`config.mk`:
```
export PLATFORM = sky130hd
export DESIGN_NAME = lsu_mem_initiator
export DESIGN_NICKNAME = d
export VERILOG_FILES = /design/src/rtl/lsu_pkg.sv /design/src/rtl/lsu_addr_check.sv /design/src/rtl/lsu_mem_initiator.sv
export SDC_FILE = /design/constraint.sdc
export NUM_CORES = 1
export LEC_CHECK = 0
export CAP_MARGIN = 20
export CORE_AREA = 2 2 140 142
export CTS_CLUSTER_SIZE = 40
export DETAILED_ROUTE_END_ITERATION = 7
export DIE_AREA = 0 0 142 144
export PLACE_DENSITY = 0.81
export SYNTH_ARGS = -nofsm -noshare
export SYNTH_HDL_FRONTEND = slang
export SYNTH_SLANG_ARGS = --single-unit
```
`constraint.sdc`:
```
create_clock -name clk -period 7.5 [get_ports clk]
set_input_delay 2.25 -clock clk [delete_from_list [all_inputs] [get_ports clk]]
set_output_delay 2.25 -clock clk [all_outputs]
set_load 0.01 [all_outputs]
```
`src/rtl/lsu_pkg.sv`:
```
// Shared codes, state encoding and access-size helper for the load/store unit.
package lsu_pkg;

  localparam logic [1:0] WE_NONE = 2'd0;
  localparam logic [1:0] WE_BYTE = 2'd1;
  localparam logic [1:0] WE_HALF = 2'd2;
  localparam logic [1:0] WE_WORD = 2'd3;

  localparam logic [2:0] RE_NONE = 3'd0;
  localparam logic [2:0] RE_LB   = 3'd1;
  localparam logic [2:0] RE_LH   = 3'd2;
  localparam logic [2:0] RE_LW   = 3'd3;
  localparam logic [2:0] RE_LBU  = 3'd4;
  localparam logic [2:0] RE_LHU  = 3'd5;

  localparam logic [2:0] F3_B  = 3'd0;
  localparam logic [2:0] F3_H  = 3'd1;
  localparam logic [2:0] F3_W  = 3'd2;
  localparam logic [2:0] F3_BU = 3'd4;
  localparam logic [2:0] F3_HU = 3'd5;

  typedef enum logic [1:0] {IDLE, ACCESS, RESP} lsu_state_e;

  function automatic logic [2:0] size_from_funct3(input logic [2:0] f3);
    case (f3[1:0])
      2'd0:    return 3'd1;
      2'd1:    return 3'd2;
      default: return 3'd4;
    endcase
  endfunction

endpackage

```
`src/rtl/lsu_addr_check.sv`:
```
// Decodes memory access codes and flags misalignment / range / funct3 faults for one request.
module lsu_addr_check
  import lsu_pkg::*;
#(
  parameter int MEM_BYTES = 64,
  parameter int ADDR_W    = 32
) (
  input  logic [ADDR_W-1:0] i_ea,
  input  logic [2:0]        i_funct3,
  input  logic              i_is_store,
  output logic [1:0]        o_we_code,
  output logic [2:0]        o_re_code,
  output logic              o_misaligned,
  output logic              o_fault
);

  logic [2:0]      w_size;
  logic [ADDR_W:0] w_last;
  logic            w_illegal;
  logic            w_range_bad;

  always_comb begin
    w_size       = size_from_funct3(i_funct3);
    // One extra bit so an access running past 2^32 still reads as out of range.
    w_last       = {1'b0, i_ea} + (ADDR_W+1)'(w_size) - (ADDR_W+1)'(1);
    w_range_bad  = (w_last >= (ADDR_W+1)'(MEM_BYTES));
    w_illegal    = i_is_store ? (i_funct3 > F3_W)
                              : ((i_funct3 == 3'd3) || (i_funct3[2:1] == 2'b11));
    o_misaligned = ((w_size == 3'd2) && i_ea[0]) ||
                   ((w_size == 3'd4) && (i_ea[1:0] != 2'b00));
    o_fault      = w_range_bad || w_illegal;

    o_we_code = WE_NONE;
    o_re_code = RE_NONE;
    if (!w_illegal) begin
      if (i_is_store) begin
        case (i_funct3)
          F3_B:    o_we_code = WE_BYTE;
          F3_H:    o_we_code = WE_HALF;
          default: o_we_code = WE_WORD;
        endcase
      end else begin
        case (i_funct3)
          F3_B:    o_re_code = RE_LB;
          F3_H:    o_re_code = RE_LH;
          F3_W:    o_re_code = RE_LW;
          F3_BU:   o_re_code = RE_LBU;
          default: o_re_code = RE_LHU;
        endcase
      end
    end
  end

endmodule

```
`src/rtl/lsu_mem_initiator.sv`:
```
// Load/store unit: accepts one request, runs a single memory access cycle, returns a response.
// state  | meaning
// IDLE   | ready for a request; checks run on the incoming effective address
// ACCESS | one cycle driving the memory; load data captured at its closing edge
// RESP   | response held until the consumer accepts it
module lsu_mem_initiator
  import lsu_pkg::*;
#(
  parameter int MEM_BYTES = 64,
  parameter int ADDR_W    = 32
) (
  input  logic              clk,
  input  logic              reset,
  input  logic              req_valid,
  output logic              req_ready,
  input  logic              req_is_store,
  input  logic [2:0]        req_funct3,
  input  logic [ADDR_W-1:0] req_base,
  input  logic [ADDR_W-1:0] req_offset,
  input  logic [ADDR_W-1:0] req_wdata,
  input  logic [4:0]        req_rd,
  output logic [ADDR_W-1:0] mem_address,
  output logic [ADDR_W-1:0] mem_data_in,
  output logic [1:0]        mem_we,
  output logic [2:0]        mem_re,
  input  logic [ADDR_W-1:0] mem_data_out,
  output logic              resp_valid,
  input  logic              resp_ready,
  output logic [ADDR_W-1:0] resp_data,
  output logic [4:0]        resp_rd,
  output logic              resp_misaligned,
  output logic              resp_fault
);

  lsu_state_e        r_state, w_next;
  logic [ADDR_W-1:0] w_ea;
  logic [1:0]        w_we;
  logic [2:0]        w_re;
  logic              w_mis, w_fault, w_accept;

  logic [ADDR_W-1:0] r_ea, r_wdata, r_resp_data;
  logic [4:0]        r_resp_rd;
  logic [1:0]        r_we;
  logic [2:0]        r_re;
  logic              r_is_store, r_mis, r_fault;

  assign w_ea     = req_base + req_offset;
  assign w_accept = (r_state == IDLE) && req_valid;

  lsu_addr_check #(
    .MEM_BYTES (MEM_BYTES),
    .ADDR_W    (ADDR_W)
  ) u_check (
    .i_ea         (w_ea),
    .i_funct3     (req_funct3),
    .i_is_store   (req_is_store),
    .o_we_code    (w_we),
    .o_re_code    (w_re),
    .o_misaligned (w_mis),
    .o_fault      (w_fault)
  );

  always_ff @(posedge clk) begin
    if (reset) r_state <= IDLE;
    else       r_state <= w_next;
  end

  always_comb begin
    w_next      = r_state;
    req_ready   = 1'b0;
    resp_valid  = 1'b0;
    mem_address = '0;
    mem_data_in = '0;
    mem_we      = WE_NONE;
    mem_re      = RE_NONE;
    case (r_state)
      IDLE: begin
        req_ready = 1'b1;
        if (req_valid) w_next = (w_mis || w_fault) ? RESP : ACCESS;
      end
      ACCESS: begin
        mem_address = r_ea;
        mem_data_in = r_wdata;
        mem_we      = r_we;
        mem_re      = r_re;
        w_next      = RESP;
      end
      RESP: begin
        resp_valid = 1'b1;
        if (resp_ready) w_next = IDLE;
      end
      default: w_next = IDLE;
    endcase
  end

  always_ff @(posedge clk) begin
    if (reset) begin
      r_ea        <= '0;
      r_wdata     <= '0;
      r_we        <= WE_NONE;
      r_re        <= RE_NONE;
      r_is_store  <= 1'b0;
      r_mis       <= 1'b0;
      r_fault     <= 1'b0;
      r_resp_data <= '0;
      r_resp_rd   <= '0;
    end else if (w_accept) begin
      r_ea        <= w_ea;
      r_wdata     <= req_wdata;
      r_we        <= w_we;
      r_re        <= w_re;
      r_is_store  <= req_is_store;
      r_mis       <= w_mis;
      r_fault     <= w_fault;
      r_resp_data <= '0;
      r_resp_rd   <= req_is_store ? 5'd0 : req_rd;
    end else if (r_state == ACCESS) begin
      r_resp_data <= r_is_store ? '0 : mem_data_out;
    end else if ((r_state == RESP) && resp_ready) begin
      r_mis       <= 1'b0;
      r_fault     <= 1'b0;
      r_resp_data <= '0;
      r_resp_rd   <= '0;
    end
  end

  assign resp_data       = r_resp_data;
  assign resp_rd         = r_resp_rd;
  assign resp_misaligned = r_mis;
  assign resp_fault      = r_fault;

endmodule
```
==> out/metrics.csv <==
metric,value,unit
die area,20400,µm²
Post-Synthesis Cell Area,8050,µm²
reg2reg end,resp_rd[2],
Layout area overhead,56.9,%
Fmax,136,MHz
# rows,51,
Pleak,5.41,nW
die height,144,µm
Final Hold Fails,0,
drc violations,0,
Setup Skew,9.89,ps
CP Class,input port to flop,
Global Route Usage Sum,23.6,%
final setup fails,0,
"Seq/Total Area, Yosys",27.6,%
fin crit period,7340,ps
Worst Hold Class,flop to flop,
final wirelength,26900,µm
crit path to,r_state[1],
status,completed,
DP Area,11700,µm²
DIE WIDTH,142,µm
H-tree depth,3,
Netlist cell types,79,
total chip power,2.51,mW
Syn Inst Count,1082,
pwr/cell area,199,nW/µm²
DRT antenna net count,0,
number of global-route vias before repair,8493,
CP required,7700,ps
fin. max-slew vios,0,
setup ws final,159,ps
final net count,1648,
Port-buffer cells,250,
slew at the pin closest to its max-slew limit,753,ps
Max VDD drop,0.134,mV
Ys Warns,0,
TritonCTS Buffers,9,
critical path arrival,7540,ps
worst hold stages,2,
clock root cell,clkbuf_16,
clock sink count,111,
"FFs w/ async S/R, synth",0,%
relative slew slack,49.8,%
Ports,251,
Max Cap Viol,0,
syn_area_per_cell,7.44,µm²
CTS tree,yes,
ANT cells,0,
Yosys reg bits,111,
Vias/cell,5.44,
first-pass GRT wire length,39900,µm
FF-to-FF Start,r_state[1],
Vias,9191,
DP Wirelength,20000,µm
R2R setup slack,5040,ps
Final Non-Filler Cells,1688,
total core area,19100,µm²
pre-CTS setup slack,-618,ps
design area,12600,µm²
syn nets,1285,
crit path capture type,flop,
CP startpoint,req_base[3],
First DRT Iteration DRCs,580,
Post-synth EDFFs,0,
initial antenna violation count,0,
Initial Util,42.2,%
final hold slack,452,ps
largest net degree at the start of global routing,72,
hold buffers post-CTS,0,
layout cells sized above 1,18.0,%
R2R depth,6,
number of fill cells,1615,
grt total ovfl,0,
Placed Cells,1658,
clock latency on the worst-skew pair,350,ps
part of the cycle the worst path needs,97.9,%
Pre-antenna DRT Iters,5,
routability congestion estimate,0.921,
"Max FO, Critical Path",3,
Synth Flop Type,dfxtp_1,
Clock transition at path regs,80,ps
wire per inst,15.9,µm
Startpoint Class,input port,
maximum clock insertion buffer count,2,
-- cell families after synthesis --
family                   Yosys count  synth area share (%)
AO/OA/AOI/OAI                    321                  26.0
XOR/XNOR                          38                  4.13
adder cells (fa/ha/maj)           63                  9.95
buffers and inverters            120                  6.03
flip-flops                       111                  27.6
multiplexers                       6                 0.777
AND/OR/NAND/NOR                  423                  25.5
-- critical path, cell delays in order --
cell	delay, ps
clkdlybuf4s50_1	420
ha_1	220
a21o_1	210
a21oi_2	150
a21bo_2	170
nand4b_1	180
a31o_2	320
a21oi_4	130
o21bai_1	110
a21oi_2	160
o21bai_2	100
a221oi_2	300
xnor2_1	170
inv_1	110
ha_4	280
inv_2	40
a41o_1	200
a222oi_1	370
nor4bb_2	280
nand3_1	140
nor4_2	250
nand3_1	100
nor4_1	170
and4_1	260
nand4_2	120
o311ai_2	230
a21oi_1	90
-- metrics by stage --
step | TNS, ps | utilization, %
floorplan | 0 | -
global placement | -1130 | 61.5
detailed placement | -1560 | 61.5
CTS | 0 | 63.8
global route | -64.9 | 66.2
finish | 0 | 66.2
-- synthesized netlist by cell type (4+ instances only) --
master,instances,area (µm²)
nand2_1,159,597
a21oi_1,122,611
dfxtp_1,111,2220
nor2_1,88,330
and2_1,76,475
ha_1,60,751
clkbuf_1,55,206
inv_1,51,191
a22oi_1,36,270
o21ai_0,31,155
xnor2_1,28,245
a21o_1,20,150
nand3_1,18,90.1
a31oi_1,14,87.6
nand2b_1,12,75.1
nand4_1,11,68.8
o211ai_1,11,82.6
a211oi_1,10,75.1
xor2_1,10,87.6
nor2b_1,9,56.3
nor3_1,9,45.0
o21bai_1,7,52.6
a22o_1,6,52.6
and3_1,6,37.5
o2111ai_1,6,52.6
o21a_1,6,45.0
o22ai_1,6,37.5
buf_2,5,25.0
o21ai_1,5,25.0
mux2i_1,4,40.0
nor4_1,4,25.0
or2_1,4,25.0
or3_1,4,25.0
or4_1,4,30.0
-- what timing repair did --
item                                    4_1_cts  5_1_grt
resized for setup                            17       81
pin swaps                                     7       45
endpoints found under the setup margin        3        3
setup buffers                                 5        9
-- where the power goes --
group / internal [mW] / switching (mW) / leakage, nW
Clock: 0.248 / 0.246 / 0.153
Combinational: 0.677 / 0.707 / 4.35
Sequential: 0.620 / 0.0143 / 0.906
-- routing by layer --
metal / vias up / wire, µm / global-route usage (%)
met4: 0 / 775 / 7.63
li1: 4543 / - / -
met3: 60 / 1490 / 2.52
met1: 4263 / 10900 / 28.5
met2: 325 / 13700 / 43.7
met5: - / 0 / 0
-- state kept, by name (all words and copies together), names as in the netlist --
register / flops
r_ea: 32
r_wdata: 32
resp_data: 32
resp_rd: 5
r_re: 3
r_state: 2
r_we: 2
r_is_store: 1
resp_fault: 1
resp_misaligned: 1
-- worst min path at each step --
stage                      from          end  slack, ps
finish               r_wdata[6]   r_wdata[6]        450
global route         r_wdata[2]   r_wdata[2]        470
CTS                 r_wdata[10]  r_wdata[10]        450
detailed placement   r_wdata[2]   r_wdata[2]        440
global placement        r_re[1]      r_re[1]        430
floorplan               r_re[1]      r_re[1]        410
-- placed cells by master, fill, tap and decap left out, types with 9 or more instances in the layout --
cell             instances
a211oi_1                 9
a21o_1                  20
a21oi_1                111
a22oi_1                 36
a31oi_1                 14
and2_1                  75
buf_4                  165
clkbuf_16                9
clkdlybuf4s50_1        219
dfxtp_1                111
dlymetal6s2s_1          30
ha_1                    43
ha_4                    15
inv_1                   47
nand2_1                157
nand2b_1                12
nand3_1                 16
nand4_1                 11
nor2_1                  87
o211ai_1                11
o21ai_0                 27
o21ai_1                  9
xnor2_1                 26
xor2_1                   9
-- final cells by class --
class                      instances  area [µm²]  area share [%]
clock inverter                     6        72.6           0.575
sequential                       111        2220            17.6
timing repair buffer             419        3860            30.5
clock buffer                      10         239            1.89
inverter                          53         201            1.59
tap                              238         298            2.36
multi-input combinational        851        5740            45.5
No activity file was read; power rests on OpenSTA's default activity.
